<file path="src/rtl/mem_arbiter.sv">
// Two-requester memory port arbiter: dcache has priority, a streak counter forces a fetch through.
// One transaction in flight; all outputs registered; requester rdy pulses one cycle after mem_rdy.
module mem_arbiter #(
  parameter int unsigned DSTREAK_MAX = 4
) (
  input  logic        clock,
  input  logic        reset,
  input  logic [31:0] icache_addr,
  input  logic        icache_req,
  output logic [31:0] icache_data,
  output logic        icache_rdy,
  input  logic [31:0] dcache_addr,
  input  logic [31:0] dcache_wdata,
  input  logic [1:0]  dcache_ws,
  input  logic        dcache_req,
  input  logic        dcache_wr,
  output logic [31:0] dcache_rdata,
  output logic        dcache_rdy,
  output logic [31:0] mem_addr,
  output logic [31:0] mem_wdata,
  output logic [1:0]  mem_ws,
  output logic        mem_wr,
  output logic        mem_req,
  input  logic [31:0] mem_rdata,
  input  logic        mem_rdy,
  output logic        busy
);

  typedef enum logic [1:0] {IDLE, GRANT_I, GRANT_D, RESP} state_t;

  localparam logic [7:0] SMAX = 8'(DSTREAK_MAX);

  state_t     state, state_nxt;
  logic [7:0] streak;
  logic       icache_wins;
  logic       grant_i, grant_d, done;

  // A waiting fetch overrides dcache only once the dcache streak has reached the limit.
  assign icache_wins = icache_req &&
                       (!dcache_req || ((SMAX != 8'd0) && (streak == SMAX)));

  always_ff @(posedge clock or negedge reset) begin
    if (!reset) state <= IDLE;
    else        state <= state_nxt;
  end

  always_comb begin
    state_nxt = state;
    grant_i   = 1'b0;
    grant_d   = 1'b0;
    done      = 1'b0;
    case (state)
      IDLE: begin
        if (icache_wins) begin
          grant_i   = 1'b1;
          state_nxt = GRANT_I;
        end else if (dcache_req) begin
          grant_d   = 1'b1;
          state_nxt = GRANT_D;
        end
      end
      GRANT_I, GRANT_D: begin
        if (mem_rdy) begin
          done      = 1'b1;
          state_nxt = RESP;
        end
      end
      RESP: state_nxt = IDLE;
    endcase
  end

  always_ff @(posedge clock or negedge reset) begin
    if (!reset) begin
      streak       <= 8'd0;
      mem_addr     <= 32'd0;
      mem_wdata    <= 32'd0;
      mem_ws       <= 2'b00;
      mem_wr       <= 1'b0;
      mem_req      <= 1'b0;
      busy         <= 1'b0;
      icache_data  <= 32'd0;
      icache_rdy   <= 1'b0;
      dcache_rdata <= 32'd0;
      dcache_rdy   <= 1'b0;
    end else begin
      if (grant_i) begin
        mem_addr  <= icache_addr;
        mem_wdata <= 32'd0;
        mem_ws    <= 2'b10;
        mem_wr    <= 1'b0;
        mem_req   <= 1'b1;
        busy      <= 1'b1;
        streak    <= 8'd0;
      end
      if (grant_d) begin
        mem_addr  <= dcache_addr;
        mem_wdata <= dcache_wdata;
        mem_ws    <= dcache_ws;
        mem_wr    <= dcache_wr;
        mem_req   <= 1'b1;
        busy      <= 1'b1;
        if (!icache_req)         streak <= 8'd0;
        else if (streak != SMAX) streak <= streak + 8'd1;
      end
      if (done) begin
        mem_req <= 1'b0;
        if (state == GRANT_I) begin
          icache_data <= mem_rdata;
          icache_rdy  <= 1'b1;
        end else begin
          dcache_rdata <= mem_rdata;
          dcache_rdy   <= 1'b1;
        end
      end
      if (state == RESP) begin
        icache_rdy <= 1'b0;
        dcache_rdy <= 1'b0;
        busy       <= 1'b0;
      end
    end
  end

endmodule
</file>
<file path="config.mk">
export PLATFORM = sky130hd
export DESIGN_NAME = mem_arbiter
export DESIGN_NICKNAME = d
export VERILOG_FILES = /design/src/rtl/mem_arbiter.sv
export SDC_FILE = /design/constraint.sdc
export NUM_CORES = 1
export LEC_CHECK = 0
export ABC_AREA = 1
export BUFFER_PORTS_ARGS = -buffer_cell sky130_fd_sc_hd__buf_2
export CAP_MARGIN = 25
export CELL_PAD_IN_SITES_DETAIL_PLACEMENT = 0
export CELL_PAD_IN_SITES_GLOBAL_PLACEMENT = 1
export CORE_UTILIZATION = 37
export DETAILED_ROUTE_END_ITERATION = 7
export GPL_ROUTABILITY_DRIVEN = 1
export PLACE_DENSITY_LB_ADDON = 0.05
export SETUP_SLACK_MARGIN = 0.4
export SYNTH_ARGS = -nofsm -noshare
export SYNTH_HDL_FRONTEND = slang
export SYNTH_SLANG_ARGS = --single-unit
</file>
<file path="constraint.sdc">
create_clock -name clock -period 4.7 [get_ports clock]
set_input_delay 0.235 -clock clock [delete_from_list [all_inputs] [get_ports clock]]
set_output_delay 0.235 -clock clock [all_outputs]
set_load 0.03 [all_outputs]
</file>
==> key figures, run 1 <==
Setup path
  • CP Max Fanout: 25
  • Levels on crit path: 9
  • CP required: 5040 ps
  • Slowest stage delay, CP: 620 ps
  • CP cell instances: inv_1 -> ha_1 -> nand3_1 -> nor2_2 -> a21oi_4 -> buf_16 -> buf_4 -> nand3_1 -> nand3_1
  • CP max-delay cell: a21oi_4
  • Crit path top cell by count: nand3_1
  • Crit path max-delay family: buffers and inverters
  • Path depth of the worst reg2reg path: 9
  • CP Capture Type: flop
  • CP bufs+invs: 3
  • Critical path startpoint category: flop
  • WP data arrival: 2700 ps
  • WS Path Type: flop to flop

Timing
  • Final Max Slew Viols: 0
  • Crit share post-route: 0.5017
  • Worst relative slew slack: 0.3705
  • WHS: 40.54 ps
  • Total negative slack: 0 ps
  • Max Fclk: 0.4240 GHz
  • # setup viols final: 0
  • Final hold violations: 0
  • Measured slew at the worst slew-check pin: 944.3 ps
  • Fin Clk Skew: 7.777 ps
  • Unrepaired setup endpoints after global routing: false
  • Min Tclk post-route: 2358 ps

Global route
  • GRT Total Usage: 0.2183
  • First-pass GRT wire length: 29.94 mm
  • Total gr overflow: 0
  • Initial antenna violation count: 0
  • Largest net degree at the start of global routing: 110
  • Vias in the first global route: 5700

Finish
  • # diodes: 0
  • Most common cell after layout, fill and taps aside: buf_2
  • Nets: 1091
  • Most frequent cells in the layout: buf_2 (269), nand2_1 (196), dfrtp_1 (145)
  • Non-filler cells, final: 1178
  • Post-layout util: 0.5187
  • Cell area after layout: 8359 sq um
  • Layout cells sized above 1: 0.3316
  • Area Overhead vs Synth: 35.19%

Clocking
  • # hold bufs at CTS: 1
  • Clk_lat worst skew: 420 ps
  • Inserted Clock Buffers: 17
  • Worst-path clk slew: 60 ps
  • CTS Root Cell: clkbuf_16
  • Clock Sinks: 145
  • Setup bufs post-CTS: 0
  • Clock Path Buffers: 2
  • CTS tree: done
  • Post-CTS Resized: 0
  • H-tree Lvls: 4

Die
  • Io pins: 271
  • Core area: 16120 sq um
  • Die area: 17230 sq um
  • Initial core utilization: 0.3837
  • DIE WIDTH: 131.3 microns
  • Die Ht: 131.3 microns
  • # rows: 46

Hold path
  • Hold path depth: 3
  • Hold WC Path Type: input pin to flop

Synth
  • Sequential area share after synthesis: 0.5868
  • Synth top area share: 0.5868
  • FF+latch count, synth: 145
  • Cells after Synth: 698
  • Number of distinct library cells after synthesis: 24
  • Top cells by area, synth: dfrtp_1 (59%), nand2_1 (12%), nand3_1 (9.1%)
  • Syn. warnings: 0
  • Avg Inst Size Synth: 8.859 sq um
  • Mapped cell area: 6183 sq um
  • Net count after synthesis: 839
  • Yosys top cell by area: dfrtp_1

Routing
  • DR iter-0 viols: 327
  • Vias: 5722
  • Drt drc: 0
  • Final WL: 17.94 mm
  • Post-DR vias/cell: 4.857
  • Routed Antenna Nets: 0
  • WL/cell: 15.23 microns
  • Pre-antenna DRT Iters: 4

Placement
  • HPWL after DPL: 12.24 mm
  • Area after DPL: 7665 sq um
  • Port Buffers: 270
  • Final GP Congestion: 0.8537
  • # placed instances: 1143

Pwr
  • Pwr Density: 800.5 nW/um^2
  • Worst vdd ir: 314.6 uV
  • Static leakage: 4.596 nW

Run
  • Max-Cap Viols: 0

Status
  • Status: completed
## metal layers
| metal | up-vias | share of wire | track usage | routed length (microns) |
|---|---|---|---|---|
| met5 | - | 0 | 0 | 0 |
| met4 | 0 | 0.022 | 0.08463 | 399 |
| met3 | 29 | 0.078 | 0.06752 | 1400 |
| met2 | 230 | 0.46 | 0.3428 | 8289 |
| met1 | 2669 | 0.44 | 0.2814 | 7855 |
| li1 | 2794 | - | - | - |
## cells in the mapped netlist
cell type / number
o21ai_0: 68
inv_1: 53
a21oi_4: 1
nand3b_1: 1
nor2_2: 1
a21oi_1: 10
clkbuf_1: 29
xor2_1: 1
nand3_1: 113
nand3_2: 1
o21ai_1: 1
buf_2: 7
nand2_1: 197
o21ai_2: 1
a22oi_1: 1
ha_1: 5
buf_6: 7
nand2_2: 2
buf_1: 4
xnor2_1: 1
dfrtp_1: 145
nand4_1: 33
or2_2: 1
nor2_1: 15
## path summary, 6_finish.rpt
kind                                    end  slack, ps              from
setup / recovery               mem_addr[23]       2340         streak[0]
hold / removal                mem_wdata[16]         40  dcache_wdata[16]
setup reg to reg               mem_addr[23]       2340         streak[0]
hold reg to reg                mem_wdata[7]        470      mem_wdata[7]
max in group asynchronous         streak[5]       3050             reset
min in group asynchronous  dcache_rdata[27]        460             reset
## layout make-up
class	count	area (sq um)
clock inverter	13	187.7
clock buffer	18	429.2
fill	1585	7756
sequential	145	3628
multi-input combinational	453	2145
timing repair buffer	280	1500
tap	216	270.3
inverter	53	198.9
## cells by family (layout without fill, tap and decap cells)
| kind of cell | count (synthesis) | in the layout | synth area share |
|---|---|---|---|
| AO/OA/AOI/OAI | 82 | 82 | 0.06920 |
| AND/OR/NAND/NOR | 364 | 364 | 0.2604 |
| buffers and inverters | 100 | 364 | 0.07062 |
| XOR/XNOR | 2 | 2 | 0.002833 |
| flip-flops | 145 | 145 | 0.5868 |
| adder cells (fa/ha/maj) | 5 | 5 | 0.01012 |
## worst reg2reg max path, stage by stage, from the launching register on
cell and delay [ps]:
dfrtp_1 410, inv_1 100, ha_1 200, nand3_1 130, nor2_2 90, a21oi_4 620
buf_16 240, buf_4 300, nand3_1 110, nand3_1 80
## sequential cells by signal (all words and copies together) (netlist names)
| register | flops |
|---|---|
| busy | 1 |
| mem_addr | 32 |
| mem_req | 1 |
| mem_wdata | 32 |
| mem_wr | 1 |
| state | 2 |
| streak | 8 |
| mem_ws | 2 |
| icache_data | 32 |
| icache_rdy | 1 |
| dcache_rdata | 32 |
| dcache_rdy | 1 |
## report_power, final
| group | switching (mW) | leakage (nW) | internal, mW | total, mW |
|---|---|---|---|---|
| clock network | 0.531 | 0.292 | 0.887 | 1.42 |
| registers | 0.306 | 1.83 | 1.83 | 2.14 |
| logic | 2.25 | 2.47 | 0.886 | 3.13 |
## through the flow
step | worst slack (ps) | power, mW
after global routing | 2125 | 7.147
after detailed placement | 2324 | 5.266
final | 2342 | 6.691
after CTS | 2315 | 6.711
after global placement | 2106 | 5.198
after floorplan | 3038 | 4.276
Note: power is estimated with default switching activity, not from simulation.
==> run 2: changes to the inputs <==
ABC_AREA = 0   (was 1)
CORE_UTILIZATION = 36   (was 37)
clock period = 2.46 ns   (was 4.7 ns; I/O delays follow)
==> run 2 against run 1 <==
Against the previous run:
- clock power rose by 67%
- critical endpoint is now mem_addr[19]
- synthesized cell count fell by 42%
- die area fell by 4.2%
- routed wire length fell by 7.3%
- first-iteration DRC count fell by 30%
- global-route usage fell by 1.2 points
- total power rose by 92%
- sequential share of layout area fell by 4.7 points
- highest routed layer unchanged
- final cell count fell by 11%
- synthesized area fell by 6.9%
- core utilization rose by 8.9 points
==> key figures, run 2 <==
Status
  • Status: completed (unchanged)

Synth
  • FF+latch count, synth: 145 (unchanged)
  • Number of distinct library cells after synthesis: 43 (was 24)
  • Net count after synthesis: 549 (was 839)
  • Yosys top cell by area: dfrtp_1 (unchanged)
  • EDFF count, synth: 0 (unchanged)
  • Ys flop type: dfrtp_1 (unchanged)
  • Syn. warnings: 0 (unchanged)
  • Synth top area share: 0.6303 (was 0.5868)
  • Synth top cells by count: dfrtp_1 (145), mux2_2 (36), a22o_1 (34), a221o_1 (32), and2_1 (32) (was nand2_1 (197), dfrtp_1 (145), nand3_1 (113), o21ai_0 (68), inv_1 (53))
  • Cells after Synth: 408 (was 698)
  • Sequential area share after synthesis: 0.6303 (was 0.5868)
  • Mapped cell area: 5757 sq um (was 6183 sq um)
  • Avg Inst Size Synth: 14.11 sq um (was 8.859 sq um)
  • Top cells by area, synth: dfrtp_1 (63%), mux2_2 (7.0%), a221o_1 (5.6%) (was dfrtp_1 (59%), nand2_1 (12%), nand3_1 (9.1%))
  • Most frequent cell after synthesis: dfrtp_1 (was nand2_1)
  • Synth async-reset ratio: 1.000 (unchanged)

Placement
  • Dpl ws: 231.5 ps (was 2324 ps)
  • Final GP Congestion: 0.7450 (was 0.8537)
  • # placed instances: 875 (was 1143)
  • Port Buffers: 270 (unchanged)
  • HPWL after DPL: 10.14 mm (was 12.24 mm)

Setup path
  • CP cell instances: inv_1 -> ha_1 -> or3b_4 -> nor3_4 -> buf_4 -> nor2_2 -> a221o_1 (was inv_1 -> ha_1 -> nand3_1 -> nor2_2 -> a21oi_4 -> buf_16 -> buf_4 -> nand3_1 -> nand3_1)
  • Crit path max-delay family: simple AND/OR/NAND/NOR gates (was buffers and inverters)
  • CP Capture Type: flop (unchanged)
  • CP Max Fanout: 11 (was 25)
  • Critical path startpoint category: flop (unchanged)
  • CP bufs+invs: 2 (was 3)
  • CP max-delay cell: dfrtp_2 (was a21oi_4)
  • WS Path Type: flop to flop (unchanged)
  • WP data arrival: 2270 ps (was 2700 ps)
  • CP required: 2760 ps (was 5040 ps)
  • Slowest stage delay, CP: 430 ps (was 620 ps)

Clocking
  • CTS tree: done (unchanged)
  • Clock Path Buffers: 2 (unchanged)
  • H-tree Lvls: 4 (unchanged)
  • Clk_lat worst skew: 410 ps (was 420 ps)
  • Inserted Clock Buffers: 17 (unchanged)
  • CTS Root Cell: clkbuf_16 (unchanged)
  • Clock Sinks: 145 (unchanged)
  • Worst-path clk slew: 60 ps (about the same)

Routing
  • Routed Antenna Nets: 0 (unchanged)
  • Pre-antenna DRT Iters: 4 (unchanged)
  • Vias: 5108 (was 5722)
  • Post-DR vias/cell: 4.893 (was 4.857)
  • Final WL: 16.64 mm (was 17.94 mm)
  • DR iter-0 viols: 229 (was 327)
  • Drt drc: 0 (unchanged)
  • WL/cell: 15.94 microns (was 15.23 microns)

Global route
  • GRT Total Usage: 0.2059 (was 0.2183)
  • Initial antenna violation count: 0 (unchanged)
  • Largest net degree at the start of global routing: 73 (was 110)
  • Total gr overflow: 0 (unchanged)
  • Vias in the first global route: 5395 (was 5700)
  • First-pass GRT wire length: 26.15 mm (was 29.94 mm)

Finish
  • Layout cells sized above 1: 0.4279 (was 0.3316)
  • Area Overhead vs Synth: 62.86% (was 35.19%)
  • Non-filler cells, final: 1044 (was 1178)
  • Most frequent cells in the layout: buf_2 (269), dfrtp_1 (144), dlygate4sd3_1 (133) (was buf_2 (269), nand2_1 (196), dfrtp_1 (145))
  • Nets: 961 (was 1091)
  • Most common cell after layout, fill and taps aside: buf_2 (unchanged)

Pwr
  • Design Power: 12.83 mW (was 6.691 mW)
  • Pwr Density: 1369 nW/um^2 (was 800.5 nW/um^2)
  • Static leakage: 4.624 nW (was 4.596 nW)
  • Worst vdd ir: 634.1 uV (was 314.6 uV)

Timing
  • Max Fclk: 0.5079 GHz (was 0.4240 GHz)
  • Crit share post-route: 0.8004 (was 0.5017)
  • Fin Clk Skew: 7.664 ps (was 7.777 ps)
  • # setup viols final: 0 (unchanged)
  • Final hold violations: 0 (unchanged)
  • Min Tclk post-route: 1969 ps (was 2358 ps)
  • Unrepaired setup endpoints after global routing: false (unchanged)
  • Setup ws final: 491.0 ps (was 2342 ps)
  • Worst relative slew slack: 0.5494 (was 0.3705)
  • WHS: 89.96 ps (was 40.54 ps)
  • Total negative slack: 0 ps (unchanged)
  • Final Max Slew Viols: 0 (unchanged)
  • Measured slew at the worst slew-check pin: 675.8 ps (was 944.3 ps)

Die
  • Io pins: 271 (unchanged)
  • # rows: 45 (was 46)
  • Die Ht: 128.5 microns (was 131.3 microns)
  • Die area: 16500 sq um (was 17230 sq um)
  • Core area: 15430 sq um (was 16120 sq um)
  • DIE WIDTH: 128.5 microns (was 131.3 microns)
  • Initial core utilization: 0.3732 (was 0.3837)

Run
  • Max-Cap Viols: 0 (unchanged)

Hold path
  • Hold WC Path Type: input pin to flop (unchanged)
[run 2: worst register-to-register path, cell delays in order, from the launching register on]
cell     delay (ps)
dfrtp_2         430
inv_1            90
ha_1            130
or3b_4          410
nor3_4          190
buf_4           160
nor2_2          110
a221o_1         330
[run 2: layout make-up]
type                            count  area, sq um
Antenna cell                        1        2.502
Fill cell                        1289         6052
Tap cell                          211        264.0
Timing Repair Buffer              417         2887
Inverter                           10        37.54
Sequential cell                   145         3630
Clock buffer                       25        475.5
Clock inverter                      6        57.56
Multi-Input combinational cell    229         2022
[run 2: power by group]
group          switching, mW  leakage (nW)  internal, mW
sequential             0.569          1.79          3.55
combinational           3.96          2.57          2.39
clock                  0.938         0.261          1.43
[run 2: worst paths after layout]
kind	start	to	slack, ps	cells after the start
worst max-delay path	streak[0]	mem_addr[19]	490	7
worst min-delay path	icache_req	streak[7]	90	3
worst max register to register	streak[0]	mem_addr[19]	490	7
worst min register to register	dcache_rdata[3]	dcache_rdata[3]	480	1
max in group asynchronous	reset	mem_wdata[13]	1420	3
min in group asynchronous	reset	dcache_rdata[11]	280	2
[run 2: per-layer routing]
metal | up-vias | track usage | wire length, microns
met5 | - | 0 | 0
met4 | 0 | 0.08581 | 338
met3 | 27 | 0.05405 | 1093
met2 | 214 | 0.3494 | 8231
met1 | 2513 | 0.2482 | 6976
li1 | 2354 | - | -
[run 2: kinds of logic after synthesis]
logic type / share of synthesized area
mux: 0.1252
flops: 0.6303
compound gates: 0.1374
buf+inv: 0.02891
fa+ha+maj: 0.01087
simple gates: 0.06738
[run 2: per-stage QoR]
step,cell area [sq um],utilization
6_report,9375,0.6077
3_5_place_dp,7431,0.4817
2_1_floorplan,5757,-
5_1_grt,9373,0.6075
4_1_cts,9328,0.6046
3_3_place_gp,7411,0.4804
[run 2: repair_timing]
item | in CTS | in global routing
setup endpoints to repair | 55 | 65
buffers inserted | 2 | 0
hold buffers | 133 | 0
resized for setup | 2 | 6
cloned | 1 | 1
endpoints found under the hold margin | 201 | 0
pin swaps | 2 | 1
==> run 3: changes to the inputs <==
CORE_UTILIZATION = 32   (was 36)
clock period = 1.7 ns   (was 2.46 ns; I/O delays follow)
==> run 3 against run 2 <==
Against the previous run:
- the flow now finishes with violations (setup timing)
- critical endpoint is now mem_addr[3]
- first-iteration DRC count fell by 12%
- via count rose by 3.6%
- critical path type unchanged
- hold slack improved by 6.0 ps
- maximum frequency rose by 4.8%
- non-clock buffer count rose by 54
- sequential power rose by 46%
- die area rose by 12%
==> key figures, run 3 (synthesis results as in run 2) <==
Placement
  • Area after DPL: 7741 sq um (was 7431 sq um)
  • Port Buffers: 270 (unchanged)
  • Final GP Congestion: 0.7432 (was 0.7450)
  • # placed instances: 909 (was 875)
  • HPWL after DPL: 11.03 mm (was 10.14 mm)

Routing
  • WL/cell: 16.38 microns (was 15.94 microns)
  • Post-DR vias/cell: 4.755 (was 4.893)
  • Drt drc: 0 (unchanged)
  • DR iter-0 viols: 202 (was 229)
  • Vias: 5292 (was 5108)
  • Pre-antenna DRT Iters: 4 (unchanged)
  • Routed Antenna Nets: 0 (unchanged)
  • Final WL: 18.23 mm (was 16.64 mm)

Timing
  • Worst relative slew slack: 0.3096 (was 0.5494)
  • Final Max Slew Viols: 0 (unchanged)
  • Max Fclk: 0.5322 GHz (was 0.5079 GHz)
  • Measured slew at the worst slew-check pin: 1032 ps (was 675.8 ps)
  • Setup ws final: -178.9 ps (was 491.0 ps)
  • Min Tclk post-route: 1879 ps (was 1969 ps)
  • Unrepaired setup endpoints after global routing: true (was false)
  • # setup viols final: 88 (was 0)
  • Crit share post-route: 1.105 (was 0.8004)
  • WHS: 95.99 ps (was 89.96 ps)
  • Total negative slack: -7653 ps (was 0 ps)
  • Fin Clk Skew: 9.615 ps (was 7.664 ps)
  • Final hold violations: 0 (unchanged)

Global route
  • GRT Total Usage: 0.1990 (was 0.2059)
  • Largest net degree at the start of global routing: 58 (was 73)
  • Initial antenna violation count: 1 (was 0)
  • Vias in the first global route: 5633 (was 5395)
  • First-pass GRT wire length: 28.26 mm (was 26.15 mm)
  • Total gr overflow: 0 (unchanged)

Finish
  • Filler cells: 1447 (was 1289)
  • Most common cell after layout, fill and taps aside: buf_2 (unchanged)
  • Post-layout util: 0.6008 (was 0.6077)
  • Area Overhead vs Synth: 81.77% (was 62.86%)
  • Most frequent cells in the layout: buf_2 (269), dfrtp_1 (145), dlygate4sd3_1 (133) (was buf_2 (269), dfrtp_1 (144), dlygate4sd3_1 (133))
  • Cell area after layout: 10460 sq um (was 9375 sq um)
  • Non-filler cells, final: 1113 (was 1044)
  • Layout cells sized above 1: 0.5181 (was 0.4279)
  • Nets: 1014 (was 961)

Pwr
  • Pwr Density: 2024 nW/um^2 (was 1369 nW/um^2)
  • Worst vdd ir: 1114 uV (was 634.1 uV)
  • Static leakage: 5.320 nW (was 4.624 nW)

Setup path
  • CP max-delay cell: or3b_4 (was dfrtp_2)
  • Critical path startpoint category: flop (unchanged)
  • Levels on crit path: 8 (was 7)
  • CP required: 2060 ps (was 2760 ps)
  • CP bufs+invs: 3 (was 2)
  • CP cell instances: inv_2 -> ha_4 -> or3b_4 -> o21ai_2 -> and3_4 -> buf_12 -> clkbuf_16 -> a221o_1 (was inv_1 -> ha_1 -> or3b_4 -> nor3_4 -> buf_4 -> nor2_2 -> a221o_1)
  • CP Capture Type: flop (unchanged)
  • WP data arrival: 2230 ps (was 2270 ps)
  • CP Max Fanout: 8 (was 11)
  • WS Path Type: flop to flop (unchanged)
  • Crit path max-delay family: simple AND/OR/NAND/NOR gates (unchanged)
  • Slowest stage delay, CP: 410 ps (was 430 ps)
  • Path depth of the worst reg2reg path: 8 (was 7)

Die
  • Initial core utilization: 0.3305 (was 0.3732)
  • DIE WIDTH: 136.1 microns (was 128.5 microns)
  • Die Ht: 136.1 microns (was 128.5 microns)
  • Io pins: 271 (unchanged)
  • Die area: 18530 sq um (was 16500 sq um)
  • # rows: 48 (was 45)
  • Core area: 17420 sq um (was 15430 sq um)

Status
  • Status: finished, violations left (was completed)
  • Failing checks: setup timing

Hold path
  • Hold WC Path Type: input pin to flop (unchanged)
  • Hold path depth: 3 (unchanged)

Run
  • Max-Cap Viols: 0 (unchanged)

Clocking
  • Worst-path clk slew: 60 ps (about the same)
  • H-tree Lvls: 4 (unchanged)
  • Clk_lat worst skew: 420 ps (was 410 ps)
  • Inserted Clock Buffers: 17 (unchanged)
  • CTS tree: done (unchanged)
  • Clock Path Buffers: 2 (unchanged)
  • CTS Root Cell: clkbuf_16 (unchanged)
  • Clock Sinks: 145 (unchanged)
run 3: report_power, final:
group | switching [mW] | total, mW | internal [mW]
Sequential | 0.881 | 6.02 | 5.14
Clock | 1.47 | 3.67 | 2.20
Combinational | 6.28 | 11.5 | 5.21
run 3: path summary, 6_finish.rpt:
path                           start              end  slack [ps]
min                          mem_rdy       dcache_rdy         100
max in group asynchronous      reset     mem_addr[27]         910
max reg2reg                streak[0]      mem_addr[3]        -180
max                        streak[0]      mem_addr[3]        -180
min reg2reg                     busy             busy         490
min in group asynchronous      reset  icache_data[11]         130
run 3: stage by stage:
step	setup slack, ps	power (mW)
floorplan	-61.20	12.71
global placement	-142.2	15.46
detailed placement	-201.7	15.62
CTS	-180.2	20.97
global route	-251.6	22.32
finish	-178.9	21.18
run 3: worst reg2reg max path: stages, from the launching register on:
cell and delay (ps):
dfrtp_1 380, inv_2 80, ha_4 120, or3b_4 410, o21ai_2 170, and3_4 240, buf_12 120, clkbuf_16 150
a221o_1 150
run 3: routing by layer:
| layer | GRT usage | share of wire | vias to the layer above |
|---|---|---|---|
| li1 | - | - | 2456 |
| met5 | 0 | 0 | - |
| met4 | 0.07531 | 0.015 | 0 |
| met1 | 0.2493 | 0.43 | 2592 |
| met3 | 0.05183 | 0.065 | 21 |
| met2 | 0.3277 | 0.49 | 223 |
run 3: cell type report:
| cell class | count | area (sq um) | share of cell area |
|---|---|---|---|
| diodes | 2 | 5.005 | 0.0004783 |
| clock buffers | 19 | 442.9 | 0.04233 |
| clock inverters | 13 | 135.1 | 0.01291 |
| inverters | 10 | 37.54 | 0.003587 |
| multi-input cells | 228 | 2345 | 0.2241 |
| flip-flops and latches | 145 | 3628 | 0.3468 |
| well taps | 225 | 281.5 | 0.02690 |
| repair buffers | 471 | 3588 | 0.3429 |
run 3: what timing repair did:
action	4_1_cts	5_1_grt
gates cloned	7	2
endpoints found under the hold margin	277	0
setup endpoints to repair	144	145
gates resized for setup	73	12
hold buffers	133	0
pin swaps	6	9
setup buffers	20	8
